$ cat config.mk
export PLATFORM = sky130hd
export DESIGN_NAME = biquad_sequencer
export DESIGN_NICKNAME = d
export VERILOG_FILES = /design/src/rtl/biquad_sequencer.sv
export SDC_FILE = /design/constraint.sdc
export NUM_CORES = 1
export LEC_CHECK = 0
export CAP_MARGIN = 20
export CORE_ASPECT_RATIO = 1.25
export CORE_MARGIN = 1.5
export CORE_UTILIZATION = 40
export DETAILED_ROUTE_END_ITERATION = 12
export PLACE_DENSITY = 0.72
export SLEW_MARGIN = 20
export SYNTH_ARGS = -nofsm -noshare
export SYNTH_HDL_FRONTEND = slang
export SYNTH_SLANG_ARGS = --single-unit
$ cat constraint.sdc
create_clock -name clk -period 9.1 [get_ports clk]
set_clock_uncertainty 0.15 [all_clocks]
set_input_delay 1.82 -clock clk [delete_from_list [all_inputs] [get_ports clk]]
set_output_delay 1.82 -clock clk [all_outputs]
set_load 0.1 [all_outputs]
$ cat src/rtl/biquad_sequencer.sv
// Sequencer and state registers for one second-order IIR section.
// Walks five MAC steps per sample and captures each datapath result.
module biquad_sequencer #(
    parameter int unsigned N = 24,
    parameter int unsigned F = 15
) (
    input  logic         clk,
    input  logic         reset,
    input  logic         start,
    input  logic         clear,
    input  logic [N-1:0] u_in,
    input  logic [N-1:0] mac_res,
    output logic [2:0]   controlS,
    output logic [1:0]   controlC,
    output logic [2:0]   controlZ,
    output logic [N-1:0] Uk,
    output logic [N-1:0] fk,
    output logic [N-1:0] fk1,
    output logic [N-1:0] fk2,
    output logic [N-1:0] yk,
    output logic [N-1:0] acum1,
    output logic [N-1:0] acum2,
    output logic [N-1:0] acum3,
    output logic         busy,
    output logic         done
);

    // Coefficients are F+2 bits sign-extended into the N-bit word.
    if (F + 2 > N) begin : g_bad_width
        $error("biquad_sequencer: F+2 must not exceed N");
    end

    localparam logic [2:0] IDLE = 3'd0;
    localparam logic [2:0] S1   = 3'd1;
    localparam logic [2:0] S2   = 3'd2;
    localparam logic [2:0] S3   = 3'd3;
    localparam logic [2:0] S4   = 3'd4;
    localparam logic [2:0] S5   = 3'd5;
    localparam logic [2:0] UPD  = 3'd6;

    logic [2:0]   state_q, state_d;
    logic [N-1:0] uk_q, uk_d;
    logic [N-1:0] fk_q, fk_d;
    logic [N-1:0] fk1_q, fk1_d;
    logic [N-1:0] fk2_q, fk2_d;
    logic [N-1:0] yk_q, yk_d;
    logic [N-1:0] acum1_q, acum1_d;
    logic [N-1:0] acum2_q, acum2_d;
    logic [N-1:0] acum3_q, acum3_d;

    always_comb begin
        state_d = state_q;
        uk_d    = uk_q;
        fk_d    = fk_q;
        fk1_d   = fk1_q;
        fk2_d   = fk2_q;
        yk_d    = yk_q;
        acum1_d = acum1_q;
        acum2_d = acum2_q;
        acum3_d = acum3_q;
        unique case (state_q)
            IDLE: begin
                // start takes priority; a simultaneous clear is dropped
                if (start) begin
                    uk_d    = u_in;
                    state_d = S1;
                end else if (clear) begin
                    fk_d  = '0;
                    fk1_d = '0;
                    fk2_d = '0;
                end
            end
            S1: begin
                acum1_d = mac_res;
                state_d = S2;
            end
            S2: begin
                fk_d    = mac_res;
                state_d = S3;
            end
            S3: begin
                acum2_d = mac_res;
                state_d = S4;
            end
            S4: begin
                acum3_d = mac_res;
                state_d = S5;
            end
            S5: begin
                yk_d    = mac_res;
                state_d = UPD;
            end
            UPD: begin
                fk2_d   = fk1_q;
                fk1_d   = fk_q;
                state_d = IDLE;
            end
            default: state_d = IDLE;
        endcase
    end

    always_ff @(posedge clk or posedge reset) begin
        if (reset) begin
            state_q <= IDLE;
            uk_q    <= '0;
            fk_q    <= '0;
            fk1_q   <= '0;
            fk2_q   <= '0;
            yk_q    <= '0;
            acum1_q <= '0;
            acum2_q <= '0;
            acum3_q <= '0;
        end else begin
            state_q <= state_d;
            uk_q    <= uk_d;
            fk_q    <= fk_d;
            fk1_q   <= fk1_d;
            fk2_q   <= fk2_d;
            yk_q    <= yk_d;
            acum1_q <= acum1_d;
            acum2_q <= acum2_d;
            acum3_q <= acum3_d;
        end
    end

    // Select codes are a pure function of the state register.
    always_comb begin
        controlS = 3'b000;
        controlC = 2'b00;
        controlZ = 3'b000;
        unique case (state_q)
            S1:  begin controlS = 3'b001; controlC = 2'b01; controlZ = 3'b001; end
            S2:  begin controlS = 3'b010; controlC = 2'b10; controlZ = 3'b011; end
            S3:  begin controlS = 3'b011; controlC = 2'b11; controlZ = 3'b000; end
            S4:  begin controlS = 3'b100; controlC = 2'b01; controlZ = 3'b100; end
            S5:  begin controlS = 3'b101; controlC = 2'b10; controlZ = 3'b101; end
            UPD: begin controlS = 3'b000; controlC = 2'b00; controlZ = 3'b010; end
            default: begin
                controlS = 3'b000;
                controlC = 2'b00;
                controlZ = 3'b000;
            end
        endcase
    end

    assign busy  = (state_q != IDLE);
    assign done  = (state_q == UPD);
    assign Uk    = uk_q;
    assign fk    = fk_q;
    assign fk1   = fk1_q;
    assign fk2   = fk2_q;
    assign yk    = yk_q;
    assign acum1 = acum1_q;
    assign acum2 = acum2_q;
    assign acum3 = acum3_q;

endmodule

==> results.cfg <==
[yosys]
syn-instance-count = 446
ys_seq_area_share_pct = 67.8
avgSynthCellArea_sq_um = 16.1
synth_area_sq_mm = 0.00720
yosysWarnings = 0
syn_nets = 498
yosysUniqueCellTypes = 26
yosysTopAreaCell = dfrtp_1
synth_top_area_share_pct = 67.8
synthTopCellsByArea = dfrtp_1 (68%), mux2_1 (12%), a22o_1 (8.8%), mux2_2 (6.9%), buf_2 (1.1%)
ys_ff_latch = 195

[layout]
mostFrequentLayoutCells = clkdlybuf4s50_1 (253), dfrtp_1 (195), mux2_1 (76)
num-nets-final = 750
drive_gt1_share_pct = 12.9
diodes = 0
final_common_cell = clkdlybuf4s50_1
area_growth_pct = 45.9

[timing]
tns_ns = 0
fmax_ghz = 0.200
drv_slew = 0
timing.slew.headroom_pct = 29.6
rsz0062_at_grt = no
period_needed_ns = 4.99
period_share_pct = 54.8
finalSetupViolations = 0
finalHoldViolCount = 0
tightest_slew_ns = 1.05

[drt]
wl_per_cell_microns = 20.2
drc = 0
wl_microns = 18900
vias_per_cell = 5.14
vias = 4809
detail-route-antenna-nets = 0
first_pass_iters = 4
drtIter0Drc = 190

[cts]
cts.clk_slew.worst_paths_ns = 0.07
cts-buffers-inserted = 17
post-cts-setup-buffer-count = 0
clock_path_buffers = 2
cts.sinks = 195
cts_tree = yes
cts_root_buffer = clkbuf_16
cts_resized = 0
insertion_delay_ns = 0.42
hold_buffers = 0
cts_max_level = 4

[die]
die_h_microns = 153
die_area_sq_mm = 0.0188
io_pins = 254
die_width_microns = 123
rows = 54
start_util_pct = 41.0
coreArea_sq_mm = 0.0176

[placed_design]
dp.final_hpwl_microns = 13800
gp_congestion = 0.775
io_buffers = 253

[worst_setup_path]
rrSetupSlack_ns = 6.73
arrival_ns = 3.02
end_kind = output port
crit-reg2reg-launch = state_q[0]$_DFFE_PP0P_
reg2reg_to = acum1[8]$_DFFE_PP0N_
cp_max_fo = 49
reg2reg_depth = 4
start_kind = flip-flop
required_ns = 7.13
crit_type = flip-flop to output port

[min_path]
hold_class = flip-flop to flip-flop
min_from = Uk[9]$_DFFE_PP0P_
holdPathStages = 1
hold_end = Uk[9]$_DFFE_PP0P_

[grt]
grt_usage_pct = 20.5
antenna_found_initial = 0
grt_overflow = 0
grt_pass1_vias = 5096
grt_max_degree = 118
grt_pass1_wl_microns = 29400

[outcome]
status = finished clean

[run]
maxCapViolCount = 0
==> flip-flops by register name, summed over array words and instances, names as in the netlist <==
name	count
acum1	24
Uk	24
state_q	3
fk2	24
fk1	24
acum3	24
acum2	24
fk	24
yk	24
==> cells in the mapped netlist <==
| cell | instances |
|---|---|
| nor2_1 | 2 |
| o21ai_1 | 1 |
| and2_1 | 2 |
| buf_4 | 2 |
| inv_2 | 1 |
| nand2b_1 | 3 |
| nand2_1 | 4 |
| o21ai_0 | 2 |
| buf_6 | 4 |
| a211oi_1 | 1 |
| nor2b_1 | 2 |
| a22o_1 | 72 |
| mux2_2 | 44 |
| mux2i_1 | 1 |
| buf_2 | 16 |
| or4b_1 | 1 |
| dfrtp_1 | 195 |
| nor3_1 | 1 |
| clkbuf_1 | 6 |
| nand3b_1 | 1 |
| nor2_2 | 2 |
| mux2_1 | 76 |
| or3_1 | 1 |
| nor2_4 | 1 |
| inv_1 | 4 |
| a21o_1 | 1 |
==> logic make-up after synthesis <==
kind of cell	synth area share, %
AOI/OAI and AO/OA	9.17
buffers and inverters	2.52
DFF	67.8
muxes	18.9
and+or+nand+nor	1.65
==> critical path: stages, from the launching register on <==
cell,delay (ns)
dfrtp_1,0.54
nor2b_1,0.21
and2_2,0.16
buf_4,0.43
clkdlybuf4s50_1,1.24
==> layer usage <==
| layer | share of wire, % | global-route usage (%) |
|---|---|---|
| met1 | 40 | 25.2 |
| met2 | 50 | 34.2 |
| met3 | 6.7 | 5.63 |
| met4 | 3.0 | 7.99 |
| met5 | 0 | 0 |
==> stage by stage <==
step / hold WS (ns) / std cells / setup WS (ns) / area, sq um / util (%)
after floorplan: 0.412 / 446 / 1.82 / 7200 / -
after global placement: 0.316 / 902 / 4.64 / 9920 / 56.5
after detailed placement: 0.325 / 902 / 4.59 / 9920 / 56.5
after CTS: 0.341 / 934 / 4.12 / 10500 / 59.7
after global routing: 0.355 / 935 / 3.98 / 10500 / 59.8
final: 0.334 / 935 / 4.11 / 10500 / 59.8
==> final cells by class <==
type | instances | area, sq um
timing repair buffer | 261 | 2610
clock inverter | 14 | 128
inverter | 5 | 26.3
fill | 1373 | 7060
multi-input combinational | 218 | 2150
sequential | 195 | 4880
tap | 224 | 280
clock buffer | 18 | 439
==> how the worst max path moves through the flow <==
stage	cells after the start	slack (ns)	startpoint	endpoint
final	4	4.11	state_q[0]$_DFFE_PP0P_	done
after global routing	4	3.98	state_q[0]$_DFFE_PP0P_	done
after CTS	4	4.12	state_q[0]$_DFFE_PP0P_	done
after detailed placement	4	4.59	state_q[0]$_DFFE_PP0P_	done
after global placement	4	4.64	state_q[0]$_DFFE_PP0P_	done
after floorplan	1	1.82	reset	Uk[0]$_DFFE_PP0P_
Power is not shown: default switching activity piles up to over one toggle a cycle in this logic, so the estimate is an artifact.
